File: config.mk
export PLATFORM = sky130hd
export DESIGN_NAME = instr_mem_loader
export DESIGN_NICKNAME = d
export VERILOG_FILES = /design/src/rtl/instr_mem_loader_pkg.sv /design/src/rtl/instr_mem_loader.sv
export SDC_FILE = /design/constraint.sdc
export NUM_CORES = 1
export LEC_CHECK = 0
export CAP_MARGIN = 10
export CORE_UTILIZATION = 45
export DETAILED_ROUTE_END_ITERATION = 8
export PLACE_DENSITY = 0.77
export SLEW_MARGIN = 0
export SYNTH_ARGS = -nofsm -noshare
export SYNTH_HDL_FRONTEND = slang
export SYNTH_SLANG_ARGS = --single-unit
File: constraint.sdc
create_clock -name CLK -period 2.5 [get_ports CLK]
set_clock_uncertainty 0.15 [all_clocks]
set_input_delay 0.25 -clock CLK [delete_from_list [all_inputs] [get_ports CLK]]
set_output_delay 0.25 -clock CLK [all_outputs]
set_load 0.01 [all_outputs]
File: src/rtl/instr_mem_loader_pkg.sv
// Shared types and helpers for the instruction memory loader.
// Big-endian byte ordering: byte 0 is the most significant byte.
package instr_mem_loader_pkg;

  typedef enum logic [2:0] {
    IDLE,
    ACCEPT,
    BYTE0,
    BYTE1,
    BYTE2,
    BYTE3,
    FIN
  } state_e;

  localparam int INSTR_BYTES = 4;

  function automatic logic [7:0] be_byte(
    input logic [31:0] w,
    input logic [1:0]  idx
  );
    logic [7:0] b;
    b = w[31:24];
    case (idx)
      2'd0: b = w[31:24];
      2'd1: b = w[23:16];
      2'd2: b = w[15:8];
      2'd3: b = w[7:0];
      default: b = w[31:24];
    endcase
    return b;
  endfunction

endpackage

File: src/rtl/instr_mem_loader.sv
// Streams 32-bit instruction words into byte memory,
// one big-endian byte write per cycle.
module instr_mem_loader
  import instr_mem_loader_pkg::*;
#(
  parameter int MEM_BYTES = 400,
  parameter int CNT_W     = 16
) (
  input  logic             CLK,
  input  logic             RST,
  input  logic             START,
  input  logic [31:0]      BASE_ADDR,
  input  logic [31:0]      WORD_IN,
  input  logic             WORD_VALID,
  input  logic             WORD_LAST,
  output logic             WORD_READY,
  output logic             WR_EN,
  output logic [31:0]      WR_ADDR,
  output logic [7:0]       WR_DATA,
  output logic             BUSY,
  output logic             DONE,
  output logic             OVERFLOW,
  output logic [CNT_W-1:0] WORD_COUNT
);

  state_e             state_q, state_d;
  logic [31:0]        addr_q, addr_d;
  logic [31:0]        word_q, word_d;
  logic               last_q, last_d;
  logic               ovf_q, ovf_d;
  logic [CNT_W-1:0]   cnt_q, cnt_d;
  logic [32:0]        end_addr;
  logic               fits;
  logic [1:0]         bidx;

  // 33-bit end address so a word near 2^32 cannot wrap.
  assign end_addr = {1'b0, addr_q} + 33'(INSTR_BYTES - 1);
  assign fits     = end_addr <= 33'(MEM_BYTES - 1);

  // State and datapath registers.
  always_ff @(posedge CLK or posedge RST) begin
    if (RST) begin
      state_q <= IDLE;
      addr_q  <= '0;
      word_q  <= '0;
      last_q  <= 1'b0;
      ovf_q   <= 1'b0;
      cnt_q   <= '0;
    end else begin
      state_q <= state_d;
      addr_q  <= addr_d;
      word_q  <= word_d;
      last_q  <= last_d;
      ovf_q   <= ovf_d;
      cnt_q   <= cnt_d;
    end
  end

  // Next-state and datapath update.
  always_comb begin
    state_d = state_q;
    addr_d  = addr_q;
    word_d  = word_q;
    last_d  = last_q;
    ovf_d   = ovf_q;
    cnt_d   = cnt_q;
    unique case (state_q)
      IDLE: begin
        if (START) begin
          addr_d  = BASE_ADDR & 32'hFFFF_FFFC;
          cnt_d   = '0;
          ovf_d   = 1'b0;
          state_d = ACCEPT;
        end
      end
      ACCEPT: begin
        if (WORD_VALID) begin
          word_d = WORD_IN;
          last_d = WORD_LAST;
          if (fits) begin
            state_d = BYTE0;
          end else begin
            ovf_d   = 1'b1;
            state_d = FIN;
          end
        end
      end
      BYTE0: begin
        addr_d  = addr_q + 32'd1;
        state_d = BYTE1;
      end
      BYTE1: begin
        addr_d  = addr_q + 32'd1;
        state_d = BYTE2;
      end
      BYTE2: begin
        addr_d  = addr_q + 32'd1;
        state_d = BYTE3;
      end
      BYTE3: begin
        addr_d  = addr_q + 32'd1;
        cnt_d   = (&cnt_q) ? cnt_q
                           : cnt_q + CNT_W'(1);
        state_d = last_q ? FIN : ACCEPT;
      end
      FIN: begin
        state_d = IDLE;
      end
      default: begin
        state_d = IDLE;
      end
    endcase
  end

  // Outputs decoded from state and registers only.
  always_comb begin
    WORD_READY = 1'b0;
    WR_EN      = 1'b0;
    DONE       = 1'b0;
    bidx       = 2'd0;
    unique case (1'b1)
      (state_q == ACCEPT): WORD_READY = 1'b1;
      (state_q == BYTE0): begin
        WR_EN = 1'b1;
        bidx  = 2'd0;
      end
      (state_q == BYTE1): begin
        WR_EN = 1'b1;
        bidx  = 2'd1;
      end
      (state_q == BYTE2): begin
        WR_EN = 1'b1;
        bidx  = 2'd2;
      end
      (state_q == BYTE3): begin
        WR_EN = 1'b1;
        bidx  = 2'd3;
      end
      (state_q == FIN): DONE = 1'b1;
      default: ;
    endcase
  end

  assign WR_DATA    = WR_EN ? be_byte(word_q, bidx)
                            : 8'h00;
  assign WR_ADDR    = addr_q;
  assign BUSY       = state_q != IDLE;
  assign OVERFLOW   = ovf_q;
  assign WORD_COUNT = cnt_q;

endmodule

After elaboration in Yosys (flattened, before gate mapping)
Cells that the tools add are included.
{"block": "totals", "ff_bits": 85, "inputBits": 69, "wordCells": 56, "output_inout_bits": 61}
{"block": "op_classes", "n_mux": 20, "reduce_logical": 13, "add_sub_neg": 3, "n_lt_le_gt_ge": 1, "eq_ne": 13}
{"cell": "$pmux W32 S2", "count": 1}
{"cell": "$add A32 B2 Y33 const B", "count": 1}
{"cell": "$le A33 B9 Y1 const B", "count": 1}
{"cell": "$add A32 B1 Y32 const B", "count": 1}
{"cell": "$mux W16", "count": 2}
{"cell": "$mux W32", "count": 1}
{"cell": "$pmux W16 S2", "count": 1}
{"cell": "$pmux W8 S4", "count": 1}
{"cell": "$pmux W3 S6", "count": 1}
{"cell": "$add A16 B1 Y16 const B", "count": 1}
{"cell": "$reduce_and A16 Y1", "count": 1}
{"cell": "$mux W3", "count": 4}
{"cell": "$eq A3 B3 Y1 const B", "count": 3}
{"cell": "$mux W8", "count": 1}
{"cell": "$ne A2 B2 Y1 const B", "count": 4}
{"cell": "$eq A3 B2 Y1 const B", "count": 2}
{"cell": "$mux W1", "count": 6}
{"cell": "$pmux W2 S3", "count": 1}
{"cell": "$reduce_and A2 Y1", "count": 3}
{"cell": "$reduce_bool A2 Y1", "count": 3}
{"cell": "$eq A2 B2 Y1 const B", "count": 2}
{"cell": "$reduce_and A4 Y1", "count": 1}
{"cell": "$reduce_or A4 Y1", "count": 1}
{"cell": "$eq A3 B1 Y1 const B", "count": 1}
{"cell": "other kinds (6)", "count": 6}

Logic depth before layout (Yosys ltp)
Gate-level depths: netlist of run 1.
{"block": "logic_depth", "depth_word": 5, "ltp_mapped": 10, "depth_no_buf": 9}

Least setup slack after synthesis of run 1
No wires, ideal clock.
{"block": "synth_timing", "kind": "reg-to-reg", "startpoint": "register addr_q[0] (netlist: WR_ADDR[0])", "endpoint": "register ovf_q (netlist: OVERFLOW)", "period_less_slack_ps": 2373, "setup_time_ps": 121, "path_stages_with_launch": 11, "slack_ps": 127, "path_buffers": 1, "required_time_ps": 2229, "arrival_time_ps": 2102, "path_cell_list": "dfrtp_1 inv_1 ha_1 clkbuf_1 nand3b_1 nor4_1 nand4_1 nor3b_1 nor4_1 nand4_1 a22o_1"}
{"block": "synth_via", "elab_chain_cells": 4}
{"item": "start, declared", "line": "instr_mem_loader.sv:27", "rtl": "logic [31:0] addr_q, addr_d;"}
{"item": "start signal, assigned", "line": "instr_mem_loader.sv:51", "rtl": "addr_q <= addr_d;"}
{"item": "$add A32 B2 Y33", "line": "instr_mem_loader.sv:37", "rtl": "assign end_addr = {1'b0, addr_q} + 33'(INSTR_BYTES - 1);"}
{"item": "$le A33 B9 Y1", "line": "instr_mem_loader.sv:38", "rtl": "assign fits = end_addr <= 33'(MEM_BYTES - 1);"}
{"item": "$ne A2 B2 Y1 (no source line)"}
{"item": "$reduce_and A4 Y1 (no source line)"}
{"item": "end signal, assigned", "line": "instr_mem_loader.sv:54", "rtl": "ovf_q <= ovf_d;"}
{"item": "end, declared", "line": "instr_mem_loader.sv:30", "rtl": "logic ovf_q, ovf_d;"}
No other way between the ends.
A chain may end at the register's enable or synchronous reset.

Worst setup path in the final report of run 1
{"block": "layout_timing", "startpoint": "register state_q[1]", "endpoint": "output port WR_EN"}
{"block": "layout_via", "elab_chain_cells": 3, "word_cells_on_any_way": 6}
{"item": "start, declared", "line": "instr_mem_loader.sv:26", "rtl": "state_e state_q, state_d;"}
{"item": "start signal, assigned", "line": "instr_mem_loader.sv:50", "rtl": "state_q <= state_d;"}
{"item": "$eq A3 B2 Y1, or another cell as far along", "line": "instr_mem_loader.sv:123", "rtl": "(state_q == BYTE0): begin"}
{"item": "$reduce_or A4 Y1 (no source line) *"}
{"item": "$mux W1 *", "line": "instr_mem_loader.sv:121", "rtl": "unique case (1'b1)"}
{"item": "end, declared", "line": "instr_mem_loader.sv:17", "rtl": "output logic WR_EN,"}
Mark *: on every way between the ends. The rest lies on a longest branch, timed or not.

==> metrics.cfg, run 1 <==
[pwr]
power_uw = 10200
ir_drop_uv = 727
pwr_density_cell_nw_per_um2 = 1260
p_leak_uw = 0.00328

[detailed_routing]
vias_per_cell = 5.91
vias = 5855
drcViolationCount = 0
routed_wl_mm = 19.0
wl_per_cell_um = 19.2
final_antenna_net_count = 0
drtIter0Drc = 359
first_pass_iters = 5

[floorplanning]
dieArea_um2 = 13200
rows = 40
fp.dieW_um = 115
core_area_um2 = 12200
die_height_um = 115
io_pins = 130
start_util = 0.469

[sta]
max_freq_mhz = 409
hold_ws_ns = 0.128
fin_crit_ns = 2.44
tightestPinTransition_ns = 0.526
hold_viol = 0
fin_crit_sh = 0.977
grt_setup_unrepaired = yes
setup_viol = 0
slew_violations = 0
slew_headroom = 0.649

[setup_path]
crit_path_start = state_q[1]
cp_slowest_cell = clkdlybuf4s50_1
reg2reg_depth = 8
rr_startpoint = WR_ADDR[1]
cp_num_buf_inv = 3
start_kind = flip-flop
path_cells = inv_4 -> ha_4 -> inv_1 -> clkdlybuf4s50_1
max_stage_delay_ns = 0.63
crit_arrival_ns = 2.04
r2r_end = OVERFLOW
crit_cells = 4
crit_family = buffers and inverters
path_max_fanout = 10
path_class = flip-flop to output port
endpoint = WR_EN
ff2ff_setup_slack_ns = 0.06
worstSetupEndpointType = output port
critPathRequiredTime_ns = 2.10

[placed_design]
gp_congestion = 0.953
port_buffers = 127
dp_hpwl_mm = 13.7
placed_area_um2 = 7630

[global_route]
overflow = 0
grt_pass1_wl_mm = 30.6
antenna_found_initial = 0
grt_use_total = 0.303
grt_max_degree = 50
grt_pass1_vias = 5883

[status]
outcome = finished clean

[clocking]
cts.htree.levels = 3
insertion_delay_ns = 0.36
cts.sinks = 85
cts_buffer_depth = 2
root_buffer = clkbuf_16
hold_buffers = 0
cts_inserted_buffers = 9
path_clk_slew_ns = 0.07
cts_tree = built

[synth]
synthAdderAreaFrac = 0.0153
syn_area_um2 = 5730
synth_mux_area_frac = 0.105
synth_cell_types = 67
synth-xor-area-share = 0.0260
syn_avg_cell_area_um2 = 8.88
syn_nets = 721
ys_ff_latch = 85
synthArstFlopShare = 1.00
ys_seq_area_frac = 0.371
synth_ff_type = dfrtp_1
synth_compound_area_frac = 0.175
yosysWarnings = 0
synth-simple-area-share = 0.251
syn-instance-count = 645
synth_edf_count = 0
synth_top_family_by_area = simple AND/OR/NAND/NOR gates

[finish]
antenna_cells = 0
fin_area_um2 = 8100
fillers = 1040
final_util = 0.663
nets = 893
syn_to_final_growth_pct = 41.3
drive_above_1_share = 0.236

[worst_hold_path]
hold_class = input port to asynchronous set/reset pin

[run]
max_cap_violations = 0

[cell usage in the layout (no fill, tap or decap), types with 11 or more instances in the layout]
| cell type | n |
|---|---|
| and2_1 | 14 |
| dfrtp_1 | 80 |
| o21ai_0 | 39 |
| buf_4 | 85 |
| clkdlybuf4s50_1 | 119 |
| nand3_1 | 34 |
| nand4_1 | 18 |
| nand2_1 | 52 |
| nor2_1 | 55 |
| and4_1 | 12 |
| o22ai_1 | 13 |
| a31oi_1 | 11 |
| nor3_1 | 13 |
| a21oi_1 | 39 |
| inv_1 | 13 |
| mux2_2 | 32 |
[cell families (layout without fill, tap and decap cells)]
group | after synthesis | count (layout)
xor gates and xnor gates | 17 | 17
DFF | 85 | 85
adders and majority gates | 7 | 7
buffers and inverters | 75 | 252
and+or+nand+nor | 259 | 259
muxes | 46 | 46
AOI/OAI and AO/OA | 156 | 156
[per-layer routing]
layer / up-vias / global-route usage / share of wire
met2: 253 / 0.498 / 0.48
met5: - / 0 / 0
met4: 0 / 0.103 / 0.025
met1: 2818 / 0.390 / 0.42
li1: 2742 / - / -
met3: 42 / 0.0754 / 0.070
[state kept, by name, indices dropped and copies added (netlist names)]
signal	flops
OVERFLOW	1
WORD_COUNT	16
last_q	1
word_q	32
state_q	3
WR_ADDR	32
[synthesized netlist by cell type (11+ instances only)]
master	count	share of area
dfrtp_1	85	0.37
nor2_1	55	0.036
nand2_1	53	0.035
o21ai_0	41	0.036
a21oi_1	39	0.034
nand3_1	35	0.031
mux2_2	32	0.063
clkbuf_1	31	0.020
buf_2	21	0.018
nand4_1	18	0.020
and2_1	16	0.017
inv_1	15	0.0098
nor3_1	14	0.012
and4_1	13	0.020
o22ai_1	13	0.014
a31oi_1	11	0.012
[what timing repair did]
item                                    CTS  global route
endpoints found under the setup margin    8            16
pin swaps                                 1             5
resized for setup                        32            35
setup buffers                             7             3
hold endpoints to repair                  0             0
[final cells by class]
type | count | area [um^2] | area share
Clock inverter | 7 | 87.6 | 0.0108
Multi-Input combinational cell | 485 | 3370 | 0.417
Clock buffer | 9 | 225 | 0.0278
Tap cell | 168 | 210 | 0.0260
Sequential cell | 85 | 2130 | 0.264
Timing Repair Buffer | 221 | 2000 | 0.247
Inverter | 15 | 62.6 | 0.00773
[worst min-delay path by stage]
| stage | slack, ns | depth (start not counted) | from | to |
|---|---|---|---|---|
| 5_1_grt | 0.18 | 2 | RST | word_q[24] |
| 6_report | 0.13 | 2 | RST | word_q[16] |
| 4_1_cts | 0.14 | 2 | RST | word_q[16] |
| 3_3_place_gp | 0.33 | 1 | word_q[10] | word_q[10] |
| 3_5_place_dp | 0.34 | 1 | word_q[29] | word_q[29] |
| 2_1_floorplan | 0.22 | 2 | WORD_LAST | last_q |
[metrics by stage]
step                      setup WS, ns  TNS (ns)  instances
after global routing           -0.0269   -0.0451        990
after CTS                      -0.0366    -0.113        988
after detailed placement       -0.0298    -0.124        965
after floorplan                  0.127         0        645
final                           0.0568         0        990
after global placement          0.0134         0        965
[report_power, final]
group	internal [uW]	leakage (uW)	total (uW)	switching, uW
Combinational	3000	0.00211	6250	3250
Sequential	1980	0.00102	2540	564
Clock	799	0.000154	1440	638
Total	5770	0.00328	10200	4460
(Power assumes the default switching activity.)
==> run 2: changes to the inputs <==
- ABC_AREA: not set -> 1
==> run 2 against run 1 <==
Net effect: synthesized cell count grew 20%; via count increased by 0.99%; critical path depth is 6 higher; worst setup slack improved by 0.034 ns; global-route usage fell by 3.4 points; non-clock buffer count decreased by 51; cell area shrank 3.9%; clock power shrank 3%; first-iteration DRC count increased by 30%.
==> metrics.cfg, run 2 <==
[clocking]
cts.sinks = 85
root_buffer = clkbuf_16
cts.htree.levels = 3
insertion_delay_ns = 0.35
cts_buffer_depth = 2
path_clk_slew_ns = 0.07
cts_tree = built
cts_inserted_buffers = 9

[setup_path]
worstSetupEndpointType = output port
path_class = flip-flop to output port
crit_arrival_ns = 2.01
cp_num_buf_inv = 5
crit_family = flip-flops
max_stage_delay_ns = 0.49
crit_top_cell = inv_2
cp_slowest_cell = dfrtp_2
path_cells = ha_4 -> a21oi_4 -> inv_2 -> nor2_2 -> inv_2 -> buf_4 -> o2111ai_2 -> o211ai_1 -> inv_1 -> buf_2
start_kind = flip-flop
path_max_fanout = 6
critPathRequiredTime_ns = 2.10

[synth]
synthArstFlopShare = 1.00
yosysMostFrequentCell = nand2_1
yosysWarnings = 0
syn_nets = 852
synth_cell_types = 40
synth_top_area_share = 0.375
synth_edf_count = 0
yosysTopAreaCell = dfrtp_1
syn_area_um2 = 5670
synthTopCellsByCount = nand2_1 (173), inv_1 (90), nor2_1 (90), dfrtp_1 (85), o21ai_0 (45)
syn_avg_cell_area_um2 = 7.30
ys_seq_area_frac = 0.375
ys_ff_latch = 85
synth_area_leaders = dfrtp_1 (38%), nand2_1 (11%), inv_1 (6.0%), nor2_1 (6.0%), mux2_2 (5.2%)
synth_ff_type = dfrtp_1
syn-instance-count = 776

[finish]
drive_above_1_share = 0.171
seqCellArea_um2 = 2130
multiInputGateArea_um2 = 3180
antenna_cells = 0
nets = 1011
final_util = 0.640
layout_common_cells = nand2_1 (171), clkdlybuf4s50_1 (119), inv_1 (84)
fillers = 1107
fin_area_um2 = 7780
syn_to_final_growth_pct = 37.2
final_common_cell = nand2_1

[worst_hold_path]
hold_class = input port to asynchronous set/reset pin

[detailed_routing]
final_antenna_net_count = 0
drcViolationCount = 0
first_pass_iters = 5
routed_wl_mm = 17.0
vias_per_cell = 5.34
wl_per_cell_um = 15.4
vias = 5913
drtIter0Drc = 465

[sta]
fin_crit_sh = 0.964
hold_viol = 0
hold_ws_ns = 0.159
tightestPinTransition_ns = 0.591
slew_violations = 0
grt_setup_unrepaired = yes
max_freq_mhz = 415
fin_crit_ns = 2.41
tns_ns = 0
slew_headroom = 0.605
setup_viol = 0

[global_route]
overflow = 0
grt_pass1_vias = 5586
grt_max_degree = 45
antenna_found_initial = 0
grt_pass1_wl_mm = 27.4
grt_use_total = 0.269

[floorplanning]
dieArea_um2 = 13000
io_pins = 130
fp.dieW_um = 114
start_util = 0.466
core_area_um2 = 12200
die_height_um = 114
rows = 40

[placed_design]
dp_hpwl_mm = 12.6
placed_area_um2 = 7340
gp_congestion = 0.956
port_buffers = 127

[pwr]
ir_drop_uv = 646
comb_power_share = 0.582
sw_frac_of_total = 0.464
p_seq_frac = 0.274
power_uw = 9760
pwr_density_cell_nw_per_um2 = 1250
internal_power_uw = 5230
power.switching_uw = 4520
p_leak_uw = 0.00342
power_frac_clock = 0.144

[run]
max_cap_violations = 0

[status]
outcome = finished clean

run 2: metrics by stage:
stage                     worst slack [ns]  std cells
after floorplan                      0.415        776
after global placement              0.0297       1084
after detailed placement           -0.0144       1084
after CTS                         -0.00936       1101
after global routing               -0.0434       1108
final                               0.0910       1108
run 2: cell type report:
| cell class | instances | area share |
|---|---|---|
| clock inverters | 7 | 0.0105 |
| well taps | 168 | 0.0270 |
| clock buffers | 9 | 0.0290 |
| repair buffers | 170 | 0.204 |
| multi-input cells | 572 | 0.408 |
| flip-flops and latches | 85 | 0.274 |
| inverters | 97 | 0.0473 |
run 2: power groups by stage:
stage	registers, uW	logic (uW)	clock network [uW]
finish	2680	5680	1400
global route	2740	6280	1480
CTS	2630	5450	1420
detailed placement	2650	5450	0
global placement	2630	5360	0
floorplan	2610	3250	0
run 2: worst paths after layout:
check,startpoint,end,slack [ns],depth (start not counted)
worst min register to register,word_q[25],word_q[25],0.36,1
worst min-delay path,RST,word_q[29],0.16,2
worst max-delay path,state_q[2],WR_DATA[5],0.09,10
max in group asynchronous,RST,word_q[31],1.39,3
worst max register to register,WR_ADDR[14],WR_ADDR[24],0.15,9
min in group CLK,WORD_IN[19],word_q[19],0.33,3
run 2: kinds of logic (layout without fill, tap and decap cells):
kind of cell,count (synthesis),in the layout,share of synthesized area
mux,26,26,0.0517
simple gates,377,377,0.299
xor+xnor,25,25,0.0386
compound gates,137,137,0.138
fa+ha+maj,7,7,0.0155
flops,85,85,0.375
buf+inv,119,283,0.0823
run 2: routing by layer:
metal  vias to the layer above  routed length [um]  GRT usage
met5                         -                   0          0
met1                      2778                7520      0.364
met2                       208                7820      0.416
li1                       2892                   -          -
met4                         0                 427      0.105
met3                        35                1270     0.0646
run 2: timing repair:
action                     4_1_cts  5_1_grt
cloned                           0        0
setup endpoints to repair        8       34
hold buffers                     0        0
gates resized for setup         34       32
buffers inserted                 1        7
pin swaps                        2        5
